**config.mk**
```make
export PLATFORM = sky130hd
export DESIGN_NAME = uart_receive_flat
export DESIGN_NICKNAME = d
export VERILOG_FILES = /design/src/rtl/uart_pkg.sv /design/src/rtl/uart_receive_if.sv /design/src/rtl/uart_rx_sync.sv /design/src/rtl/uart_receive.sv /design/src/flat_wrapper.sv
export SDC_FILE = /design/constraint.sdc
export NUM_CORES = 1
export LEC_CHECK = 0
export ABC_AREA = 1
export BUFFER_PORTS_ARGS = -buffer_cell sky130_fd_sc_hd__buf_2
export CORE_MARGIN = 2
export CORE_UTILIZATION = 35
export CTS_BUF_LIST = sky130_fd_sc_hd__clkbuf_8
export CTS_CLUSTER_DIAMETER = 200
export DETAILED_ROUTE_END_ITERATION = 10
export PLACE_DENSITY = 0.65
export RECOVER_POWER = 25
export SETUP_SLACK_MARGIN = 0.02
export SLEW_MARGIN = 20
export SYNTH_ARGS = -nofsm -noshare
export SYNTH_HDL_FRONTEND = slang
export SYNTH_SLANG_ARGS = --single-unit
```
**constraint.sdc**
```tcl
create_clock -name clk -period 1.55 [get_ports clk]
set_clock_uncertainty 0.1 [all_clocks]
set_input_delay 0.0775 -clock clk [delete_from_list [all_inputs] [get_ports clk]]
set_output_delay 0.0775 -clock clk [all_outputs]
set_load 0.005 [all_outputs]
```
**src/rtl/uart_pkg.sv**
```systemverilog
// Shared UART definitions: receiver state encoding, line levels and a
// counter-width helper used to size the receiver's internal counters.
package uart_pkg;

    typedef enum logic [2:0] {
        IDLE,
        START,
        DATA,
        STOP,
        BREAK
    } rx_state_t;

    localparam logic UART_IDLE_LVL  = 1'b1;
    localparam logic UART_START_LVL = 1'b0;

    // Width needed to count to n-1, never less than one bit so that
    // degenerate configurations still get a real register.
    function automatic int cnt_width(input int n);
        int w;
        w = $clog2(n);
        return (w < 1) ? 1 : w;
    endfunction

endpackage

```
**src/rtl/uart_receive_if.sv**
```systemverilog
// Receiver-side bus: serial line in, parallel word and status pulses out.
// The master modport is the receiver itself; the slave modport is whatever
// drives the line and consumes the received words.
interface uart_receive_if #(
    parameter int D_WIDTH = 4
);

    logic               rx;
    logic [D_WIDTH-1:0] rx_data;
    logic               rx_valid;
    logic               rx_frame_err;
    logic               rx_busy;

    modport master (
        input  rx,
        output rx_data,
        output rx_valid,
        output rx_frame_err,
        output rx_busy
    );

    modport slave (
        output rx,
        input  rx_data,
        input  rx_valid,
        input  rx_frame_err,
        input  rx_busy
    );

endinterface

```
**src/rtl/uart_rx_sync.sv**
```systemverilog
// Two-flop synchroniser for an asynchronous serial line. Both flops reset to
// the idle level so that leaving reset never looks like a start bit.
module uart_rx_sync
    import uart_pkg::*;
(
    input  logic clk,
    input  logic rst,
    input  logic d,
    output logic q
);

    logic meta;

    // Shift the line through two flops; reset forces the idle level.
    always_ff @(posedge clk) begin
        if (rst) begin
            meta <= UART_IDLE_LVL;
            q    <= UART_IDLE_LVL;
        end else begin
            meta <= d;
            q    <= meta;
        end
    end

endmodule

```
**src/rtl/uart_receive.sv**
```systemverilog
// UART receiver: start/stop checked serial frames, LSB first, converted to
// parallel words with one-cycle valid or framing-error pulses.
// Optional macro UART_RX_SYNC_EN inserts a 2-flop synchroniser on rx
// (adds two cycles of latency); without it rx is sampled directly.
module uart_receive
    import uart_pkg::*;
#(
    parameter int D_WIDTH = 4,
    parameter int OS_RATE = 1
) (
    input logic              clk,
    input logic              rst,
    uart_receive_if.master   bus
);

    localparam int OS_W  = cnt_width(OS_RATE);
    localparam int BIT_W = cnt_width(D_WIDTH + 1);
    localparam int HALF  = (OS_RATE - 1) / 2;

    localparam logic [OS_W-1:0]  OS_HALF  = OS_W'(HALF);
    localparam logic [OS_W-1:0]  OS_LAST  = OS_W'(OS_RATE - 1);
    localparam logic [OS_W-1:0]  OS_ONE   = OS_W'(1);
    localparam logic [BIT_W-1:0] BIT_LAST = BIT_W'(D_WIDTH - 1);
    localparam logic [BIT_W-1:0] BIT_ONE  = BIT_W'(1);

    logic rx_s;

`ifdef UART_RX_SYNC_EN
    uart_rx_sync u_sync (
        .clk (clk),
        .rst (rst),
        .d   (bus.rx),
        .q   (rx_s)
    );
`else
    assign rx_s = bus.rx;
`endif

    rx_state_t          state_q, state_d;
    logic [OS_W-1:0]    os_cnt_q, os_cnt_d;
    logic [BIT_W-1:0]   bit_cnt_q, bit_cnt_d;
    logic [D_WIDTH-1:0] shift_q, shift_d;
    logic [D_WIDTH-1:0] data_q, data_d;
    logic               valid_q, valid_d;
    logic               err_q, err_d;
    logic [D_WIDTH:0]   shift_ext;

    // New bit enters at the MSB; the concatenation keeps this legal for D_WIDTH=1.
    assign shift_ext = {rx_s, shift_q};

    // State and datapath registers; reset discards any frame in progress.
    always_ff @(posedge clk) begin
        if (rst) begin
            state_q   <= IDLE;
            os_cnt_q  <= '0;
            bit_cnt_q <= '0;
            shift_q   <= '0;
            data_q    <= '0;
            valid_q   <= 1'b0;
            err_q     <= 1'b0;
        end else begin
            state_q   <= state_d;
            os_cnt_q  <= os_cnt_d;
            bit_cnt_q <= bit_cnt_d;
            shift_q   <= shift_d;
            data_q    <= data_d;
            valid_q   <= valid_d;
            err_q     <= err_d;
        end
    end

    // Frame sequencing: confirm start mid-bit, sample data mid-bit, check stop.
    always_comb begin
        state_d   = state_q;
        os_cnt_d  = os_cnt_q;
        bit_cnt_d = bit_cnt_q;
        shift_d   = shift_q;
        data_d    = data_q;
        valid_d   = 1'b0;
        err_d     = 1'b0;

        case (state_q)
            IDLE: begin
                if (rx_s == UART_START_LVL) begin
                    os_cnt_d = '0;
                    state_d  = START;
                end
            end

            START: begin
                if (os_cnt_q == OS_HALF) begin
                    if (rx_s == UART_IDLE_LVL) begin
                        state_d = IDLE;
                    end else begin
                        os_cnt_d  = '0;
                        bit_cnt_d = '0;
                        state_d   = DATA;
                    end
                end else begin
                    os_cnt_d = os_cnt_q + OS_ONE;
                end
            end

            DATA: begin
                if (os_cnt_q == OS_LAST) begin
                    shift_d   = shift_ext[D_WIDTH:1];
                    bit_cnt_d = bit_cnt_q + BIT_ONE;
                    os_cnt_d  = '0;
                    if (bit_cnt_q == BIT_LAST) begin
                        state_d = STOP;
                    end
                end else begin
                    os_cnt_d = os_cnt_q + OS_ONE;
                end
            end

            STOP: begin
                if (os_cnt_q == OS_LAST) begin
                    os_cnt_d = '0;
                    if (rx_s == UART_IDLE_LVL) begin
                        data_d  = shift_q;
                        valid_d = 1'b1;
                        state_d = IDLE;
                    end else begin
                        err_d   = 1'b1;
                        state_d = BREAK;
                    end
                end else begin
                    os_cnt_d = os_cnt_q + OS_ONE;
                end
            end

            BREAK: begin
                if (rx_s == UART_IDLE_LVL) begin
                    state_d = IDLE;
                end
            end

            default: begin
                state_d = IDLE;
            end
        endcase
    end

    assign bus.rx_data      = data_q;
    assign bus.rx_valid     = valid_q;
    assign bus.rx_frame_err = err_q;
    assign bus.rx_busy      = (state_q != IDLE);

endmodule
```
**src/flat_wrapper.sv**
```systemverilog
// flat-port wrapper written by rule: the top's interface ports become plain ports
module uart_receive_flat import uart_pkg::*;
#(
    parameter int D_WIDTH = 4,
    parameter int OS_RATE = 1
)
  (clk, rst, bus_rx, bus_rx_data, bus_rx_valid, bus_rx_frame_err, bus_rx_busy);
  uart_receive_if #(.D_WIDTH(D_WIDTH)) bus_i ();
  input logic clk;
  input logic rst;
  input wire logic [$bits(bus_i.rx)-1:0] bus_rx;
  output wire logic [$bits(bus_i.rx_data)-1:0] bus_rx_data;
  output wire logic [$bits(bus_i.rx_valid)-1:0] bus_rx_valid;
  output wire logic [$bits(bus_i.rx_frame_err)-1:0] bus_rx_frame_err;
  output wire logic [$bits(bus_i.rx_busy)-1:0] bus_rx_busy;
  assign bus_i.rx = bus_rx;
  assign bus_rx_data = bus_i.rx_data;
  assign bus_rx_valid = bus_i.rx_valid;
  assign bus_rx_frame_err = bus_i.rx_frame_err;
  assign bus_rx_busy = bus_i.rx_busy;
  uart_receive #(.D_WIDTH(D_WIDTH), .OS_RATE(OS_RATE)) u_core (.clk(clk), .rst(rst), .bus(bus_i));
endmodule
```
Word level (Yosys, flattened, before mapping)
Cells that the tools add are included.
{ "totals": {"wordCells": 52, "input_bits": 3, "out_inout_bits": 7, "register_bits": 17} }
{ "classes": {"eq_ne": 12, "n_bitwise": 2, "muxes": 18, "n_reduce_logical": 11, "add_sub_neg": 2} }
{ "op_table": {"columns": ["op", "count"], "rows": [
  ["$mux 3", 10],
  ["$pmux 3 s5", 1],
  ["$ne 2x2->1 const B", 6],
  ["$eq 3x2->1 const B", 3],
  ["$pmux 3 s2", 1],
  ["$reduce_and 6->1", 1],
  ["$reduce_or 3->1", 2],
  ["$mux 1", 4],
  ["$reduce_and 2->1", 2],
  ["$reduce_and 4->1", 1],
  ["$reduce_bool 2->1", 2],
  ["$add 3x1->3 const B", 1],
  ["$eq 3x1->1 const B", 1],
  ["$eq 3x3->1 const B", 1],
  ["$logic_not 3->1", 1],
  ["$reduce_and 3->1", 1],
  ["$reduce_bool 3->1", 1],
  ["$mux 2", 1],
  ["$ne 2x1->1 const B", 1],
  ["$not 1->1", 2],
  ["$pmux 1 s2", 1],
  ["$add 1x1->1 const B", 1]
]} }

Logic depth before layout (Yosys ltp)
{ "logic_depth": {"word_depth": 4, "depth_mapped": 5, "ltp_nobuf": 5} }

Worst setup path before layout
OpenSTA, ideal clock, no wires.
{ "synth_timing": {"kind": "reg-to-reg", "startpoint": "register u_core.bit_cnt_q[0]", "endpoint": "register u_core.bit_cnt_q[2]", "period_less_slack_ns": 1.133, "t_arrival_ns": 0.962, "t_required_ns": 1.379, "n_path_buf": 0, "setup_slack_ns": 0.417, "path_stages_with_launch": 6, "setup_ns": 0.071, "path_cell_list": "dfxtp_1 -> ha_1 -> ha_1 -> inv_1 -> nand2_1 -> a21oi_1"} }
{ "synth_via": {"elab_chain_len": 3} }
{ "synth_rtl": {"columns": ["element", "line", "text"], "rows": [
  ["from (decl)", "uart_receive.sv:41", "logic [BIT_W-1:0] bit_cnt_q, bit_cnt_d;"],
  ["from (signal assigned)", "uart_receive.sv:64", "bit_cnt_q <= bit_cnt_d;"],
  ["$add 3x1->3", "uart_receive.sv:107", "bit_cnt_d = bit_cnt_q + BIT_ONE;"],
  ["$mux 3", "uart_receive.sv:105", "if (os_cnt_q == OS_LAST) begin"],
  ["$pmux 3 s2", "uart_receive.sv:82", "case (state_q)"]
]} }
No other way between the ends. The select of a mux whose other input is x is not followed.
A chain may end at the register's enable or synchronous reset.

Worst setup path in the final report
Same ends and word-level chain as after synthesis.

==> results.tsv <==
metric	value	unit
status	finished clean	
crit_type	reg -> reg	
vdd_drop_max	0.535	mV
wire_per_inst	9.25	um
drt-initial-drc-count	5	
timing.rr.end	u_core.bit_cnt_q[2]$_SDFFE_PP0P_	
synth_fa_ha_area_frac	0.0400	
cp_common_cell	ha_1	
synth_edf_count	0	
vias	502	
yosysTopAreaCellShare	0.512	
dieHeight	46.3	um
syn_avg_cell_area	7.92	sq um
grt_max_degree	12	
io_buffers	9	
viasPerCell	4.40	
grt_pass1_vias	437	
max_freq	841	MHz
worstSetupEndpointType	flop	
power	0.000779	W
seq_area_frac_synth	0.512	
cp.required	1.63	ns
cts_buffer_depth	2	
crit_start	u_core.bit_cnt_q[0]$_SDFFE_PP0P_	
timing.reg2reg.worst_path_depth	5	
syn_nets	84	
root_buffer	clkbuf_8	
dpl_cell_area	693	sq um
die_w	46.3	um
gp_congestion	0.694	
totalWireLength	1.06	mm
hold_path.class	in -> reg	
coreArea	0.00171	sq mm
slew_violations	0	
synth_cells	79	
reg2reg_from	u_core.bit_cnt_q[0]$_SDFFE_PP0P_	
syn2layout_area_growth	16.6	%
synth_compound_area_frac	0.120	
timing.final.ws_setup	0.361	ns
track_usage	0.123	
yosysTopAreaCell	dfxtp_1	
crit_end	u_core.bit_cnt_q[2]$_SDFFE_PP0P_	
cp_max_fo	3	
drc	0	
synth_seq_cells	16	
synth.most_common_cell	dfxtp_1	
overflow	0	
slew_headroom	0.830	
synth.area.top_cells	dfxtp_1 (51%), nor2_1 (8.4%), a21oi_1 (8.0%)	
h-tree-depth	1	
synth_commonest_cells	dfxtp_1 (16), nor2_1 (14), nand2_1 (12)	
arrival	1.27	ns
synth_top_family_by_area	simple AND/OR/NAND/NOR gates	
power.static_leakage	0.301	nW
nets	96	
syn-cell-area	626	sq um
critPathMaxStageDelay	0.32	ns
fin_tns_setup	0	ns
cts_tree	yes	
ctsResizeCount	0	
dp_hpwl	797	um
reg2reg_slack	0.36	ns
tightest_slew	0.255	ns
rows	15	
drtPass1Iterations	4	
async_flop_share	0	
path_cells	ha_1 -> ha_1 -> inv_1 -> nand2_1 -> a21oi_1	
grt_setup_unrepaired	no	
grt_first_pass_wirelength	1.81	mm
detailedPlace.worstSlack	0.372	ns
clkLatencyLatePin	0.24	ns
cts_setup_buffers	0	
initial_core_util	0.366	
synth.area.mux_share	0	
drive_gt1_frac	0.135	
setup_viol	0	
cts_made_buffers	3	
hold_viol	0	
fin_util	0.427	
insertedDiodeCount	0	
slowest_stage	dfxtp_1	
yosysUniqueCellTypes	13	
fin_crit_sh	0.767	
cts_sinks	16	
path_clk_slew	0.06	ns
pwr_density_cell	1070	mW/mm^2
yosysWarnings	0	
synth_simple_gate_area_frac	0.266	
antenna_found_initial	0	
antenna_left	0	
synth-xor-area-share	0	
cts_hold_buf	0	
io_pins	10	
ys.flop_type	dfxtp_1	
fin_crit	1.19	ns
die_area	0.00214	sq mm
drv_cap	0	
stdcell_area	729	sq um
cp-start-kind	flop	
## logic make-up (layout without fill, tap and decap cells)
logic type / count (synthesis) / after routing
simple gates: 36 / 36
flops: 16 / 16
compound gates: 15 / 15
buf+inv: 10 / 20
fa+ha+maj: 2 / 2
## cells in the final DEF, fill, tap and decap left out, drive strengths merged
master	netlist	final
dfxtp	16	16
nor2	16	16
nand2	13	13
a21oi	10	10
inv	8	8
nand3	7	7
clkbuf	2	7
o21ai	5	5
buf	0	5
ha	2	2
## metrics by stage
stage / std cells / hold slack (ns)
finish: 114 / 0.0354
global route: 114 / 0.0502
CTS: 114 / 0.0308
detailed placement: 111 / 0.289
global placement: 111 / 0.292
floorplan: 79 / 0.170
## layer usage
layer | wire length [um] | vias to the layer above | global-route usage
met3 | 44 | 5 | 0.0588
met4 | 25 | 0 | 0.0686
met1 | 505 | 219 | 0.144
li1 | - | 272 | -
met2 | 479 | 6 | 0.181
met5 | 0 | - | 0
## power breakdown
part | internal [W] | total (W) | switching [W]
sequential | 0.000422 | 0.000431 | 0.00000927
combinational | 0.0000162 | 0.0000466 | 0.0000304
clock | 0.000172 | 0.000302 | 0.000130
total | 0.000610 | 0.000779 | 0.000170
## how the worst min path moves through the flow
| stage | start | end | cells after the start |
|---|---|---|---|
| after CTS | rst | u_core.bit_cnt_q[2]$_SDFFE_PP0P_ | 2 |
| after floorplan | rst | u_core.state_q[0]$_SDFFE_PP0P_ | 3 |
| final | rst | u_core.bit_cnt_q[1]$_SDFFE_PP0P_ | 2 |
| after global routing | rst | u_core.bus.rx_valid$_SDFF_PP0_ | 2 |
| after detailed placement | rst | u_core.bus.rx_frame_err$_SDFF_PP0_ | 2 |
| after global placement | rst | u_core.bit_cnt_q[2]$_SDFFE_PP0P_ | 2 |
## final cells by class
class | count | area, sq um
Clock buffer | 3 | 41.3
Fill cell | 181 | 978
Inverter | 8 | 30.0
Multi-Input combinational cell | 53 | 267
Sequential cell | 16 | 320
Tap cell | 25 | 31.3
Timing Repair Buffer | 9 | 40.0
## state kept, by name, indices dropped and copies added, names as in the netlist
name,count
u_core.bus.rx_data,4
u_core.shift_q,4
u_core.bit_cnt_q,3
u_core.state_q,3
u_core.bus.rx_frame_err,1
u_core.bus.rx_valid,1
## worst max-delay path: cells and delay by family, from the launching register on
kind	cells	cell delay (ns)
buffers and inverters	1	0.05
AND/OR/NAND/NOR	1	0.04
AO/OA/AOI/OAI	1	0.12
flip-flops	1	0.32
adder cells (fa/ha/maj)	2	0.48
Note: power is estimated with default switching activity, not from simulation.
